==> src/rtl/ni_packetizer_if.sv <==
// ni_packetizer_if: the core-side request/payload handshake, the router port-4 flit interface
// and the status outputs of the packetizer, bundled as one interface.
// Ports: slave = packetizer view (drives flits, ready and status); master = core/router view.
interface ni_packetizer_if #(
  parameter int ARRAYW = 1,
  parameter int DATAW  = 34,
  parameter int VCH    = 1,
  parameter int VCHW   = 0
);
  logic [ARRAYW:0] my_xpos;
  logic [ARRAYW:0] my_ypos;
  logic            req_valid;
  logic            req_ready;
  logic [3:0]      req_dst;
  logic [2:0]      req_len;
  logic            pld_valid;
  logic            pld_ready;
  logic [21:0]     pld_data;
  logic [DATAW:0]  odata;
  logic            ovalid;
  logic [VCHW:0]   ovch;
  logic [VCH:0]    irdy;
  logic [VCH:0]    iack;
  logic [VCH:0]    ilck;
  logic            busy;
  logic            drained;
  logic            pkt_done;

  modport slave (
    input  my_xpos, my_ypos, req_valid, req_dst, req_len, pld_valid, pld_data,
    input  irdy, iack, ilck,
    output req_ready, pld_ready, odata, ovalid, ovch, busy, drained, pkt_done
  );

  modport master (
    output my_xpos, my_ypos, req_valid, req_dst, req_len, pld_valid, pld_data,
    output irdy, iack, ilck,
    input  req_ready, pld_ready, odata, ovalid, ovch, busy, drained, pkt_done
  );
endinterface

==> src/rtl/ni_packetizer.sv <==
// ni_packetizer: turns core packet requests plus payload words into HEAD/DATA/TAIL flits for router port 4.
// Latency: first flit valid 4 cycles after a request push into an empty idle stage; at most 1 flit per 2 cycles.
// Backpressure: a flit is held stable until irdy[ovch]; req_ready = FIFO not full; payload consumed only in LOAD.
// Ports: clk, rst_ (async, active-low), bus (ni_packetizer_if.slave): request/payload from the core,
//   odata/ovalid/ovch to the router, irdy/iack/ilck from the router, busy/drained/pkt_done status.
`ifndef TYPE_HEAD
`define TYPE_HEAD 3'b001
`endif
`ifndef TYPE_TAIL
`define TYPE_TAIL 3'b010
`endif
`ifndef TYPE_DATA
`define TYPE_DATA 3'b100
`endif

module ni_packetizer #(
  parameter int REQ_DEPTH = 4,
  parameter int PEND_W    = 4
) (
  input  logic           clk,
  input  logic           rst_,
  ni_packetizer_if.slave bus
);
  localparam int AW = $clog2(REQ_DEPTH);

  typedef enum logic [1:0] {IDLE, VCSEL, LOAD, SEND} state_t;

  state_t            r_state, w_state_nxt;
  logic [6:0]        r_fifo [REQ_DEPTH];
  logic [AW:0]       r_wptr, r_rptr;
  logic [3:0]        r_dst;
  logic [2:0]        r_len;
  logic              r_vc;
  logic [3:0]        r_idx;
  logic [34:0]       r_odata;
  logic              r_ovalid;
  logic              r_pkt_done;
  logic [PEND_W-1:0] r_pend;

  logic              w_empty, w_full, w_push, w_pop;
  logic              w_vc_ld, w_vc_sel, w_load, w_accept, w_pld_ready, w_is_tail;
  logic [2:0]        w_ftype;
  logic [PEND_W:0]   w_sum, w_acks, w_diff;
  logic [PEND_W-1:0] w_pend_nxt;

  // Pointers carry one extra wrap bit so full and empty are distinguishable.
  assign w_empty = (r_wptr == r_rptr);
  assign w_full  = (r_wptr[AW] != r_rptr[AW]) && (r_wptr[AW-1:0] == r_rptr[AW-1:0]);
  assign w_push  = bus.req_valid && !w_full;

  assign w_is_tail = (r_idx == ({1'b0, r_len} + 4'd1));
  assign w_ftype   = (r_idx == 4'd0) ? `TYPE_HEAD : (w_is_tail ? `TYPE_TAIL : `TYPE_DATA);

  always_ff @(posedge clk or negedge rst_) begin
    if (!rst_) r_state <= IDLE;
    else       r_state <= w_state_nxt;
  end

  always_comb begin
    w_state_nxt = r_state;
    w_pop       = 1'b0;
    w_vc_ld     = 1'b0;
    w_vc_sel    = 1'b0;
    w_load      = 1'b0;
    w_accept    = 1'b0;
    w_pld_ready = 1'b0;
    case (r_state)
      IDLE: begin
        if (!w_empty) begin
          w_pop       = 1'b1;
          w_state_nxt = VCSEL;
        end
      end
      VCSEL: begin
        // Lowest unlocked VC wins; with both locked we simply retry next cycle.
        if (!bus.ilck[0]) begin
          w_vc_ld     = 1'b1;
          w_state_nxt = LOAD;
        end else if (!bus.ilck[1]) begin
          w_vc_ld     = 1'b1;
          w_vc_sel    = 1'b1;
          w_state_nxt = LOAD;
        end
      end
      LOAD: begin
        w_pld_ready = bus.pld_valid;
        if (bus.pld_valid) begin
          w_load      = 1'b1;
          w_state_nxt = SEND;
        end
      end
      SEND: begin
        if (r_ovalid && bus.irdy[r_vc]) begin
          w_accept    = 1'b1;
          w_state_nxt = w_is_tail ? IDLE : LOAD;
        end
      end
      default: w_state_nxt = IDLE;
    endcase
  end

  // Outstanding flits: add this cycle's accept, remove this cycle's acks, clamp to [0, 2^PEND_W-1].
  always_comb begin
    w_acks = '0;
    for (int i = 0; i < $bits(bus.iack); i++) begin
      w_acks = w_acks + (PEND_W+1)'(bus.iack[i]);
    end
    w_sum  = {1'b0, r_pend} + (PEND_W+1)'(w_accept);
    w_diff = w_sum - w_acks;
    if (w_sum < w_acks)    w_pend_nxt = '0;
    else if (w_diff[PEND_W]) w_pend_nxt = '1;
    else                     w_pend_nxt = w_diff[PEND_W-1:0];
  end

  // Request storage needs no reset: only entries between the pointers are ever read.
  always_ff @(posedge clk) begin
    if (w_push) r_fifo[r_wptr[AW-1:0]] <= {bus.req_dst, bus.req_len};
  end

  always_ff @(posedge clk or negedge rst_) begin
    if (!rst_) begin
      r_wptr     <= '0;
      r_rptr     <= '0;
      r_dst      <= '0;
      r_len      <= '0;
      r_vc       <= 1'b0;
      r_idx      <= '0;
      r_odata    <= '0;
      r_ovalid   <= 1'b0;
      r_pkt_done <= 1'b0;
      r_pend     <= '0;
    end else begin
      r_pkt_done <= w_accept && w_is_tail;
      r_pend     <= w_pend_nxt;
      if (w_push) r_wptr <= r_wptr + 1'b1;
      if (w_pop) begin
        r_rptr <= r_rptr + 1'b1;
        {r_dst, r_len} <= r_fifo[r_rptr[AW-1:0]];
      end
      if (w_vc_ld) begin
        r_vc  <= w_vc_sel;
        r_idx <= '0;
      end
      if (w_load) begin
        r_odata  <= {w_ftype, bus.pld_data, 1'b0, r_vc,
                     bus.my_xpos[1:0], bus.my_ypos[1:0], r_dst};
        r_ovalid <= 1'b1;
      end
      if (w_accept) begin
        r_ovalid <= 1'b0;
        r_idx    <= r_idx + 4'd1;
      end
    end
  end

  assign bus.req_ready = !w_full;
  assign bus.pld_ready = w_pld_ready;
  assign bus.odata     = r_odata;
  assign bus.ovalid    = r_ovalid;
  assign bus.ovch      = r_vc;
  assign bus.busy      = (r_state != IDLE);
  assign bus.drained   = (r_state == IDLE) && w_empty && (r_pend == '0);
  assign bus.pkt_done  = r_pkt_done;
endmodule

==> src/flat_wrapper.sv <==
// flat-port wrapper written by rule: the top's interface ports become plain ports
module ni_packetizer_flat 
#(
  parameter int REQ_DEPTH = 4,
  parameter int PEND_W    = 4
)
  (clk, rst_, bus_my_xpos, bus_my_ypos, bus_req_valid, bus_req_dst, bus_req_len, bus_pld_valid, bus_pld_data, bus_irdy, bus_iack, bus_ilck, bus_req_ready, bus_pld_ready, bus_odata, bus_ovalid, bus_ovch, bus_busy, bus_drained, bus_pkt_done);
  ni_packetizer_if bus_i ();
  input  logic clk;
  input  logic rst_;
  input wire logic [$bits(bus_i.my_xpos)-1:0] bus_my_xpos;
  input wire logic [$bits(bus_i.my_ypos)-1:0] bus_my_ypos;
  input wire logic [$bits(bus_i.req_valid)-1:0] bus_req_valid;
  input wire logic [$bits(bus_i.req_dst)-1:0] bus_req_dst;
  input wire logic [$bits(bus_i.req_len)-1:0] bus_req_len;
  input wire logic [$bits(bus_i.pld_valid)-1:0] bus_pld_valid;
  input wire logic [$bits(bus_i.pld_data)-1:0] bus_pld_data;
  input wire logic [$bits(bus_i.irdy)-1:0] bus_irdy;
  input wire logic [$bits(bus_i.iack)-1:0] bus_iack;
  input wire logic [$bits(bus_i.ilck)-1:0] bus_ilck;
  output wire logic [$bits(bus_i.req_ready)-1:0] bus_req_ready;
  output wire logic [$bits(bus_i.pld_ready)-1:0] bus_pld_ready;
  output wire logic [$bits(bus_i.odata)-1:0] bus_odata;
  output wire logic [$bits(bus_i.ovalid)-1:0] bus_ovalid;
  output wire logic [$bits(bus_i.ovch)-1:0] bus_ovch;
  output wire logic [$bits(bus_i.busy)-1:0] bus_busy;
  output wire logic [$bits(bus_i.drained)-1:0] bus_drained;
  output wire logic [$bits(bus_i.pkt_done)-1:0] bus_pkt_done;
  assign bus_i.my_xpos = bus_my_xpos;
  assign bus_i.my_ypos = bus_my_ypos;
  assign bus_i.req_valid = bus_req_valid;
  assign bus_i.req_dst = bus_req_dst;
  assign bus_i.req_len = bus_req_len;
  assign bus_i.pld_valid = bus_pld_valid;
  assign bus_i.pld_data = bus_pld_data;
  assign bus_i.irdy = bus_irdy;
  assign bus_i.iack = bus_iack;
  assign bus_i.ilck = bus_ilck;
  assign bus_req_ready = bus_i.req_ready;
  assign bus_pld_ready = bus_i.pld_ready;
  assign bus_odata = bus_i.odata;
  assign bus_ovalid = bus_i.ovalid;
  assign bus_ovch = bus_i.ovch;
  assign bus_busy = bus_i.busy;
  assign bus_drained = bus_i.drained;
  assign bus_pkt_done = bus_i.pkt_done;
  ni_packetizer #(.REQ_DEPTH(REQ_DEPTH), .PEND_W(PEND_W)) u_core (.clk(clk), .rst_(rst_), .bus(bus_i));
endmodule
==> config.mk <==
export PLATFORM = sky130hd
export DESIGN_NAME = ni_packetizer_flat
export DESIGN_NICKNAME = d
export VERILOG_FILES = /design/src/rtl/ni_packetizer_if.sv /design/src/rtl/ni_packetizer.sv /design/src/flat_wrapper.sv
export SDC_FILE = /design/constraint.sdc
export NUM_CORES = 1
export LEC_CHECK = 0
export BUFFER_PORTS_ARGS = -buffer_cell sky130_fd_sc_hd__buf_2
export CORE_MARGIN = 2
export CORE_UTILIZATION = 40
export CTS_CLUSTER_DIAMETER = 80
export DETAILED_ROUTE_END_ITERATION = 7
export PLACE_DENSITY = 0.71
export SKIP_CTS_REPAIR_TIMING = 1
export SYNTH_ARGS = -nofsm -noshare
export SYNTH_HDL_FRONTEND = slang
export SYNTH_SLANG_ARGS = --single-unit
==> constraint.sdc <==
create_clock -name clk -period 5.25 [get_ports clk]
set_clock_uncertainty 0.05 [all_clocks]
set_input_delay 0.7875 -clock clk [delete_from_list [all_inputs] [get_ports clk]]
set_output_delay 0.7875 -clock clk [all_outputs]
set_load 0.005 [all_outputs]
==> summary.txt, run 1 <==
CTS tree = built
Clock insertion delay at the later pin of the skew report = 0.36 ns
Die W = 103 um
Initial core utilization = 40.7%
#FFs+latches synth = 88
Vias in the first global route = 2562
Die height = 103 um
Register-to-Register Path Depth = 9
Most frequent cells in the layout = 105 x nand2_1, 83 x buf_2, 60 x dfrtp_1
Non-Filler Instances = 552
Unrepaired setup endpoints after global routing = false
Leak pwr = 2.25 nW
Port Buffer Count = 83
Nets = 470
Sequential-to-total area share from yosys stat = 59.6%
Final setup fails = 0
ANT nets after route = 0
Required @ worst endpoint = 5.47 ns
Max Buffers Root-to-Sink = 2
Vias per inst = 4.78
Int Pwr = 1.75 mW
CP endpoint kind = flip-flop
Top_reg_cell synth = dfrtp_1
Placed insts = 536
Multi-input logic area = 1490 sq um
Root Buffer = clkbuf_8
Part of the power in registers = 42.9%
Total track usage = 14.9%
Power share of the clock group = 20.2%
FF-to-FF setup slack = 2.10 ns
Fin. Hold Viols = 0
Boundary Pins = 85
Largest net degree at the start of global routing = 38
Total clock sinks = 88
Die footprint = 10600 sq um
Vias post-DR = 2638
Mapped Area = 3930 sq um
Status = finished, final reports clean
Final WL = 7600 um
Post-Syn Nets = 384
HP Class = in2async
Fin crit share = 59.9%
Pwr/cell area = 584 nW/um^2
Total grt overflow = 0
Reg clk slew, reported paths = 0.10 ns
Initial antenna violation count = 0
Worst setup SP type = flip-flop
Crit Path Category = reg2reg
Synth async-reset ratio = 68.2%
Mean Syn Cell Area = 12.0 sq um
Synth Warn # = 0
Max-slew violations = 0
Hpwl dp = 5470 um
Crit path launch = u_core.r_state[1]$_DFFE_PN0P_
Slew @ Worst Pin = 0.983 ns
Reg area = 2340 sq um
Slew HR = 34.4%
Most common cell after layout, fill and taps aside = nand2_1
Area added between synthesis and finish = 20.0%
Post-DP Area = 4470 sq um
Post-synth EDFFs = 28
Routability cong. = 0.898
Post-route cell area = 4710 sq um
Fillers = 899
Unique masters post-synth = 52
Reg-to-reg critical path endpoint = u_core.r_pend[1]$_DFF_PN0_
Net switching power = 1.00 mW
CP arrival = 3.37 ns
First-pass GRT wire length = 12100 um
Min Clock Period, post-route = 3.15 ns
Critical-path maximum fanout = 10
FF-to-FF Start = u_core.r_state[1]$_DFFE_PN0P_
Num rows = 36
Diodes inserted = 0
Share of cells above drive strength 1 = 29.4%
DRC errors left = 0
DRT iter0 DRCs = 114
TritonCTS Buffers = 9
H-Tree Depth = 3
Sw frac = 36.4%
Core footprint = 9640 sq um
Peak supply drop = 211 uV
Setup TNS = 0 ns
First-pass iteration count of the detailed router = 4
Combinational group share of total power = 36.9%
WL/cell = 13.8 um
Peak Freq = 318 MHz
Synth Instances = 328
Max_cap viols = 0
[flip-flops by register name (all words and copies together), names as in the netlist]
signal               cells
u_core.r_dst             4
u_core.bus.ovalid        1
u_core.r_wptr            3
u_core.r_fifo           28
u_core.bus.pkt_done      1
u_core.r_state           2
u_core.bus.ovch          1
u_core.bus.odata        34
u_core.r_rptr            3
u_core.r_pend            4
u_core.r_len             3
u_core.r_idx             4
[worst max-delay path by stage]
stage | slack [ns] | cells past startpoint | endpoint
after floorplan | 2.10 | 9 | u_core.r_pend[0]$_DFF_PN0_
after global placement | 1.87 | 10 | u_core.r_pend[0]$_DFF_PN0_
after detailed placement | 1.77 | 10 | u_core.r_pend[1]$_DFF_PN0_
after CTS | 2.12 | 9 | u_core.r_pend[1]$_DFF_PN0_
after global routing | 1.94 | 9 | u_core.r_pend[0]$_DFF_PN0_
final | 2.10 | 9 | u_core.r_pend[1]$_DFF_PN0_
[kinds of logic (layout without fill, tap and decap cells)]
logic type | count (synthesis) | after routing | share of synthesized area [%]
compound gates | 32 | 32 | 6.66
xor+xnor | 13 | 13 | 3.28
fa+ha+maj | 13 | 13 | 4.33
buf+inv | 22 | 113 | 2.52
flops | 88 | 88 | 59.6
mux | 17 | 17 | 7.81
other cells | 1 | 1 | 0.0955
simple gates | 142 | 142 | 15.7
[power by group through the flow]
stage / clock network (mW) / registers [mW] / logic, mW
final: 0.557 / 1.18 / 1.02
after global routing: 0.599 / 1.22 / 1.16
after CTS: 0.571 / 1.18 / 1.03
after detailed placement: 0 / 1.20 / 1.03
after global placement: 0 / 1.18 / 0.987
after floorplan: 0 / 1.15 / 0.722
[cell usage after synthesis, types with 2 or more instances]
master | number | area, sq um
a211oi_1 | 3 | 22.5
a21oi_1 | 6 | 30.0
a31oi_1 | 2 | 12.5
a31oi_4 | 2 | 42.5
and2_1 | 6 | 37.5
buf_1 | 3 | 11.3
buf_4 | 2 | 15.0
clkbuf_1 | 3 | 11.3
dfrtp_1 | 60 | 1500
edfxtp_1 | 28 | 841
ha_1 | 12 | 150
inv_1 | 12 | 45.0
mux2_2 | 8 | 90.1
mux4_1 | 7 | 184
nand2_1 | 105 | 394
nand3_1 | 6 | 30.0
nor2_1 | 8 | 30.0
nor2b_1 | 2 | 12.5
nor3_1 | 3 | 15.0
o21ai_0 | 6 | 30.0
or3_1 | 3 | 18.8
xnor2_1 | 6 | 52.6
xnor2_2 | 2 | 32.5
xor2_1 | 5 | 43.8
[routing by layer]
metal | track usage [%] | up-vias | wire [um]
li1 | - | 1292 | -
met1 | 18.4 | 1248 | 3340
met2 | 25.2 | 87 | 3760
met3 | 4.14 | 11 | 422
met4 | 4.96 | 0 | 85
met5 | 0 | - | 0
[worst max-delay path, stage by stage, from the launching register on]
cell and delay, ns:
dfrtp_1 0.45, nand3_1 0.24, nor2_2 0.37, and2_1 0.19, ha_1 0.26, fa_1 0.55, or3_1 0.38, o21a_1 0.12
a41o_1 0.22, a211oi_1 0.24
[final cells by class]
class                   instances  share of cell area [%]
clock buffers                  10                    3.16
clock inverters                 6                    2.02
inverters                      12                   0.955
multi-input cells             218                    31.5
flip-flops and latches         88                    49.7
well taps                     133                    3.53
repair buffers                 85                    9.13
[metrics by stage]
step / util [%] / power (mW) / hold slack (ns) / setup WS, ns
floorplan: - / 1.87 / 0.385 / 2.10
global placement: 46.4 / 2.17 / 0.401 / 1.87
detailed placement: 46.4 / 2.22 / 0.408 / 1.77
CTS: 48.9 / 2.79 / 0.373 / 2.12
global route: 48.9 / 2.98 / 0.398 / 1.94
finish: 48.9 / 2.75 / 0.367 / 2.10
No activity file was read; power rests on OpenSTA's default activity.
==> run 2: changes to the inputs <==
--- a/config.mk
+++ b/config.mk
@@ -10,7 +10,7 @@
 export CORE_UTILIZATION = 40
 export CTS_CLUSTER_DIAMETER = 80
 export DETAILED_ROUTE_END_ITERATION = 7
-export PLACE_DENSITY = 0.71
+export PLACE_DENSITY = 0.73
 export SKIP_CTS_REPAIR_TIMING = 1
 export SYNTH_ARGS = -nofsm -noshare
 export SYNTH_HDL_FRONTEND = slang
==> constraint.sdc (replaced) <==
create_clock -name clk -period 2.84 [get_ports clk]
set_clock_uncertainty 0.05 [all_clocks]
set_input_delay 0.426 -clock clk [delete_from_list [all_inputs] [get_ports clk]]
set_output_delay 0.426 -clock clk [all_outputs]
set_load 0.005 [all_outputs]
==> run 2 against run 1 <==
Critical path type unchanged. Final area is 0.19% higher. Critical endpoint is now u_core.r_pend[0]$_DFF_PN0_. Flip-flop and latch count stayed put. Cell count is 1.1% higher. Sequential power is 85% higher.
==> summary.txt, run 2 (synthesis results as in run 1) <==
DRT iter0 DRCs = 60 (-47%)
Initial core utilization = 40.7% (unchanged)
Largest net degree at the start of global routing = 61 (+61%)
Non-Filler Instances = 558 (+1.1%)
Most common cell after layout, fill and taps aside = nand2_1
WL/cell = 13.1 um (-4.6%)
Min Clock Period, post-route = 2.76 ns (-0.388 ns)
HP Class = in2async
Num rows = 36 (unchanged)
Vias per inst = 4.83 (+1.1%)
Reg-to-reg critical path endpoint = u_core.r_pend[0]$_DFF_PN0_
Max-slew violations = 0 (unchanged)
Max_cap viols = 0 (unchanged)
Placed insts = 540 (+0.75%)
CTS tree = built
DRC errors left = 0 (unchanged)
TritonCTS Buffers = 9 (unchanged)
Leak pwr = 2.25 nW (+0.12%)
Die W = 103 um (unchanged)
Power Total = 4.99 mW (+81%)
Vias in the first global route = 2469 (-3.6%)
Slew @ Worst Pin = 0.758 ns (-0.225 ns)
Setup TNS = 0 ns (unchanged)
WP buf/inv = 0 (unchanged)
Total grt overflow = 0 (unchanged)
Max FFs per register = 34 (unchanged)
Diodes inserted = 0 (unchanged)
Multi-input logic area = 1500 sq um (+0.84%)
CP delay by family, top = adder cells
Peak Freq = 362 MHz (+14%)
Peak supply drop = 417 uV (+97%)
Final hold slack = 0.165 ns (-0.203 ns)
Area added between synthesis and finish = 20.3%
CP arrival = 2.98 ns (-0.39 ns)
CP endpoint kind = flip-flop
Reg area = 2340 sq um (+0.11%)
FF-to-FF Start = u_core.bus.ovch$_DFFE_PN0P_
Crit path largest cell delay = 0.45 ns (-0.10 ns)
Port Buffer Count = 83 (unchanged)
Root Buffer = clkbuf_8
Hpwl dp = 5270 um (-3.5%)
Slew HR = 49.5% (+15 points)
Critical-path cell list = mux2i_4, nor2_2, and2_1, ha_1, fa_2, or3_1, o21a_1, a41o_1, a211oi_2
Die height = 103 um (unchanged)
Vias post-DR = 2695 (+2.2%)
Required @ worst endpoint = 3.06 ns (-2.41 ns)
Fin. Hold Viols = 0 (unchanged)
H-Tree Depth = 3 (unchanged)
Most frequent cells in the layout = 105 x nand2_1, 83 x buf_2, 58 x dfrtp_1
Nets = 476 (+1.3%)
Max stage delay cell, worst path = fa_2
Initial antenna violation count = 0 (unchanged)
Total track usage = 14.2% (-0.63 points)
Status = finished, final reports clean
Core footprint = 9640 sq um (unchanged)
Boundary Pins = 85 (unchanged)
Clock insertion delay at the later pin of the skew report = 0.36 ns (about the same)
Reg clk slew, reported paths = 0.09 ns (about the same)
Worst setup SP type = flip-flop
Share of cells above drive strength 1 = 31.1% (+1.7 points)
FF-to-FF setup slack = 0.08 ns (-2.02 ns)
Routability cong. = 0.785 (-13%)
Critical-path maximum fanout = 7 (-3)
Fin crit share = 97.1% (+37 points)
Pwr/cell area = 1060 nW/um^2 (+81%)
Final setup fails = 0 (unchanged)
Total clock sinks = 88 (unchanged)
Die footprint = 10600 sq um (unchanged)
ANT nets after route = 0 (unchanged)
Final WL = 7330 um (-3.5%)
Crit Path Category = reg2reg
First-pass iteration count of the detailed router = 4 (unchanged)
Fillers = 868 (-3.4%)
Max Buffers Root-to-Sink = 2 (unchanged)
Register-to-Register Path Depth = 9 (unchanged)
First-pass GRT wire length = 11500 um (-4.8%)
==> run 2: cell count changes in the layout (fill, tap and decap cells not counted), moves of 2 or more <==
cell / change
a211oi_1: -2
a211oi_2: +2
buf_4: +5
clkbuf_1: +2
clkinv_4: -2
dfrtp_1: -2
dfrtp_2: +2
==> run 2: per-layer routing <==
| layer | vias up | routed length, um | global-route usage (%) |
|---|---|---|---|
| met5 | - | 0 | 0 |
| met4 | 0 | 151 | 5.26 |
| met3 | 14 | 403 | 4.34 |
| met2 | 71 | 3500 | 23.0 |
| met1 | 1295 | 3280 | 18.1 |
| li1 | 1315 | - | - |
==> run 2: metrics by stage <==
| stage | cell area (sq um) | setup WS [ns] | util [%] |
|---|---|---|---|
| after floorplan | 3930 | 0.0188 | - |
| after global placement | 4500 | 0.105 | 46.7 |
| after detailed placement | 4500 | 0.0326 | 46.7 |
| after CTS | 4690 | 0.0241 | 48.7 |
| after global routing | 4720 | -0.0205 | 49.0 |
| final | 4720 | 0.0811 | 49.0 |
==> run 2: power by group <==
part	switching [mW]	total [mW]	leakage (nW)	internal [mW]
clock	0.433	0.843	0.0943	0.410
sequential	0.373	2.18	1.00	1.81
combinational	1.02	1.97	1.16	0.949
==> run 2: worst reg2reg max path, stage by stage (launching register included) <==
cell and delay [ns]:
dfrtp_2 0.42, mux2i_4 0.27, nor2_2 0.06, and2_1 0.15
ha_1 0.33, fa_2 0.45, or3_1 0.35, o21a_1 0.13
a41o_1 0.24, a211oi_2 0.23
==> run 2: final cells by class <==
type | instances | share of cell area (%)
Clock buffer | 11 | 2.78
Clock inverter | 5 | 1.22
Inverter | 12 | 0.954
Multi-Input combinational cell | 218 | 31.7
Sequential cell | 88 | 49.6
Tap cell | 133 | 3.52
Timing Repair Buffer | 91 | 10.1
==> run 2: worst max path at each step <==
stage	end	slack [ns]	from	cells after the start
3_5_place_dp	u_core.r_pend[0]$_DFF_PN0_	0.03	bus_irdy[0]	10
4_1_cts	u_core.r_pend[0]$_DFF_PN0_	0.02	u_core.bus.ovch$_DFFE_PN0P_	9
2_1_floorplan	u_core.r_pend[0]$_DFF_PN0_	0.02	u_core.bus.ovch$_DFFE_PN0P_	9
5_1_grt	u_core.r_pend[1]$_DFF_PN0_	-0.02	u_core.bus.ovch$_DFFE_PN0P_	9
6_report	u_core.r_pend[0]$_DFF_PN0_	0.08	u_core.bus.ovch$_DFFE_PN0P_	9
3_3_place_gp	u_core.r_pend[1]$_DFF_PN0_	0.10	bus_irdy[0]	10
==> run 3: changes to the inputs <==
--- a/config.mk
+++ b/config.mk
@@ -6,11 +6,15 @@
 export NUM_CORES = 1
 export LEC_CHECK = 0
 export BUFFER_PORTS_ARGS = -buffer_cell sky130_fd_sc_hd__buf_2
+export CELL_PAD_IN_SITES_DETAIL_PLACEMENT = 1
+export CELL_PAD_IN_SITES_GLOBAL_PLACEMENT = 1
+export CORE_ASPECT_RATIO = 1.1
 export CORE_MARGIN = 2
-export CORE_UTILIZATION = 40
+export CORE_UTILIZATION = 39
 export CTS_CLUSTER_DIAMETER = 80
 export DETAILED_ROUTE_END_ITERATION = 7
-export PLACE_DENSITY = 0.73
+export PLACE_DENSITY = 0.85
+export RECOVER_POWER = 25
 export SKIP_CTS_REPAIR_TIMING = 1
 export SYNTH_ARGS = -nofsm -noshare
 export SYNTH_HDL_FRONTEND = slang
==> run 3 against run 2 <==
Final area down 0.58%. Largest cell class unchanged. Combinational power about the same. Via count up 1.3%. Flip-flop and latch count unchanged. Largest power group unchanged. The flow now finishes with violations (max-capacitance violations, max-slew violations). Sequential power about the same.
==> summary.txt, run 3 (synthesis results as in run 1) <==
Final WL = 8340 um (+14%)
Vias per inst = 5.02 (+3.9%)
Final hold slack = 0.205 ns (+0.0398 ns)
Crit path largest cell delay = 0.43 ns (-0.02 ns)
Pwr/cell area = 1070 nW/um^2 (+1.4%)
Slew @ Worst Pin = 1.52 ns (+0.765 ns)
Vias post-DR = 2729 (+1.3%)
CTS tree = built
Post-route cell area = 4700 sq um (-0.58%)
TritonCTS Buffers = 9 (unchanged)
Leak pwr = 2.25 nW (about the same)
Reg clk slew, reported paths = 0.10 ns (about the same)
WL/cell = 15.3 um (+17%)
Multi-input logic area = 1500 sq um (unchanged)
HP Class = in2reg
Total track usage = 16.2% (+1.9 points)
Finished Core Util = 47.7% (-1.3 points)
Hpwl dp = 6140 um (+16%)
Max stage delay cell, worst path = dfrtp_2
Die W = 99.7 um (-3.3%)
Reg area = 2340 sq um (about the same)
Required @ worst endpoint = 3.06 ns (about the same)
Max FFs per register = 34 (unchanged)
Worst setup SP type = flip-flop
CP arrival = 2.99 ns (about the same)
Final setup fails = 0 (unchanged)
Port Buffer Count = 83 (unchanged)
Critical-path maximum fanout = 7 (unchanged)
Max Buffers Root-to-Sink = 2 (unchanged)
Min Clock Period, post-route = 2.77 ns (+0.00891 ns)
Num rows = 38 (+5.6%)
Critical-path cell list = mux2i_4, nor2_4, and2_1, ha_1, fa_2, or3_1, o21a_1, a41o_1, a211oi_2
Part of the power in registers = 43.7% (about the same)
Crit Path Category = reg2reg
Diodes inserted = 0 (unchanged)
Routability cong. = 0.817 (+4.1%)
Fin crit share = 97.5% (+0.31 points)
DRC errors left = 0 (unchanged)
H-Tree Depth = 3 (unchanged)
Post-DP Area = 4500 sq um (about the same)
Share of cells above drive strength 1 = 30.9% (-0.16 points)
Status = finished with violations
Power Total = 5.03 mW (+0.81%)
Peak Freq = 361 MHz (-0.32%)
Fillers = 1087 (+25%)
Max_cap viols = 1 (+1)
Combinational group share of total power = 39.4% (about the same)
CP endpoint kind = flip-flop
Most frequent cells in the layout = 105 x nand2_1, 83 x buf_2, 59 x dfrtp_1
Clock insertion delay at the later pin of the skew report = 0.36 ns (about the same)
Total grt overflow = 0 (unchanged)
Setup TNS = 0 ns (unchanged)
Core footprint = 9840 sq um (+2.1%)
Root Buffer = clkbuf_8
Sw frac = 38.8% (+2.2 points)
Total clock sinks = 88 (unchanged)
Nets = 475 (-0.21%)
Violated checks = max-capacitance violations, max-slew violations
First-pass iteration count of the detailed router = 4 (unchanged)
Peak supply drop = 497 uV (+19%)
Area added between synthesis and finish = 19.6%
Most common cell after layout, fill and taps aside = nand2_1
Int Pwr = 3.08 mW (-2.6%)
Initial antenna violation count = 0 (unchanged)
Die height = 109 um (+6.0%)
Net switching power = 1.95 mW (+6.8%)
Boundary Pins = 85 (unchanged)
ANT nets after route = 0 (unchanged)
Slew HR = -1.50% (-51 points)
Initial core utilization = 39.9% (-0.84 points)
Fin. Hold Viols = 0 (unchanged)
Die footprint = 10900 sq um (+2.5%)
First-pass GRT wire length = 13800 um (+19%)
Vias in the first global route = 2834 (+15%)
Power share of the clock group = 16.9% (about the same)
Max-slew violations = 61 (+61)
DRT iter0 DRCs = 103 (+72%)
Largest net degree at the start of global routing = 61 (unchanged)
## run 3: power by group through the flow
stage / Combinational (mW) / Clock (mW) / Sequential (mW)
after CTS: 2.00 / 0.883 / 2.21
after floorplan: 1.34 / 0 / 2.13
after global routing: 2.25 / 0.929 / 2.27
final: 1.98 / 0.851 / 2.20
after detailed placement: 1.98 / 0 / 2.23
after global placement: 1.86 / 0 / 2.18
## run 3: through the flow
stage | instances | setup WS [ns]
2_1_floorplan | 328 | 0.0188
3_3_place_gp | 527 | 0.107
3_5_place_dp | 527 | -0.0432
4_1_cts | 543 | -0.0661
5_1_grt | 544 | -0.00155
6_report | 544 | 0.0722
## run 3: path summary, 6_finish.rpt
path,endpoint,depth (start not counted),slack (ns),from
worst max-delay path,u_core.r_pend[1]$_DFF_PN0_,9,0.07,u_core.bus.ovch$_DFFE_PN0P_
worst min-delay path,u_core.bus.odata[18]$_DFFE_PN0P_,3,0.20,bus_pld_data[8]
worst max register to register,u_core.r_pend[1]$_DFF_PN0_,9,0.07,u_core.bus.ovch$_DFFE_PN0P_
worst min register to register,u_core.bus.odata[26]$_DFFE_PN0P_,2,0.43,u_core.bus.odata[26]$_DFFE_PN0P_
max in group asynchronous,u_core.bus.ovch$_DFFE_PN0P_,2,1.26,rst_
min in group asynchronous,u_core.r_dst[0]$_DFFE_PN0P_,2,0.47,rst_
## run 3: worst max-delay path: cells and delay by family (launching register included)
kind	cells	cell delay, ns
AND/OR/NAND/NOR	3	0.58
flip-flops	1	0.43
AO/OA/AOI/OAI	3	0.60
multiplexers	1	0.28
adder cells (fa/ha/maj)	2	0.74
## run 3: final cells by class
type | instances | share of cell area, %
clock buffers | 9 | 2.64
well taps | 120 | 3.20
multi-input cells | 218 | 31.9
clock inverters | 7 | 1.47
flip-flops and latches | 88 | 49.9
inverters | 12 | 0.959
repair buffers | 90 | 9.91
## run 3: layer usage
metal | vias to the layer above | global-route usage (%) | share of wire, %
met2 | 62 | 29.1 | 53
met5 | - | 0 | 0
met4 | 0 | 5.19 | 1.1
met1 | 1354 | 19.6 | 43
met3 | 11 | 3.14 | 3.5
li1 | 1302 | - | -
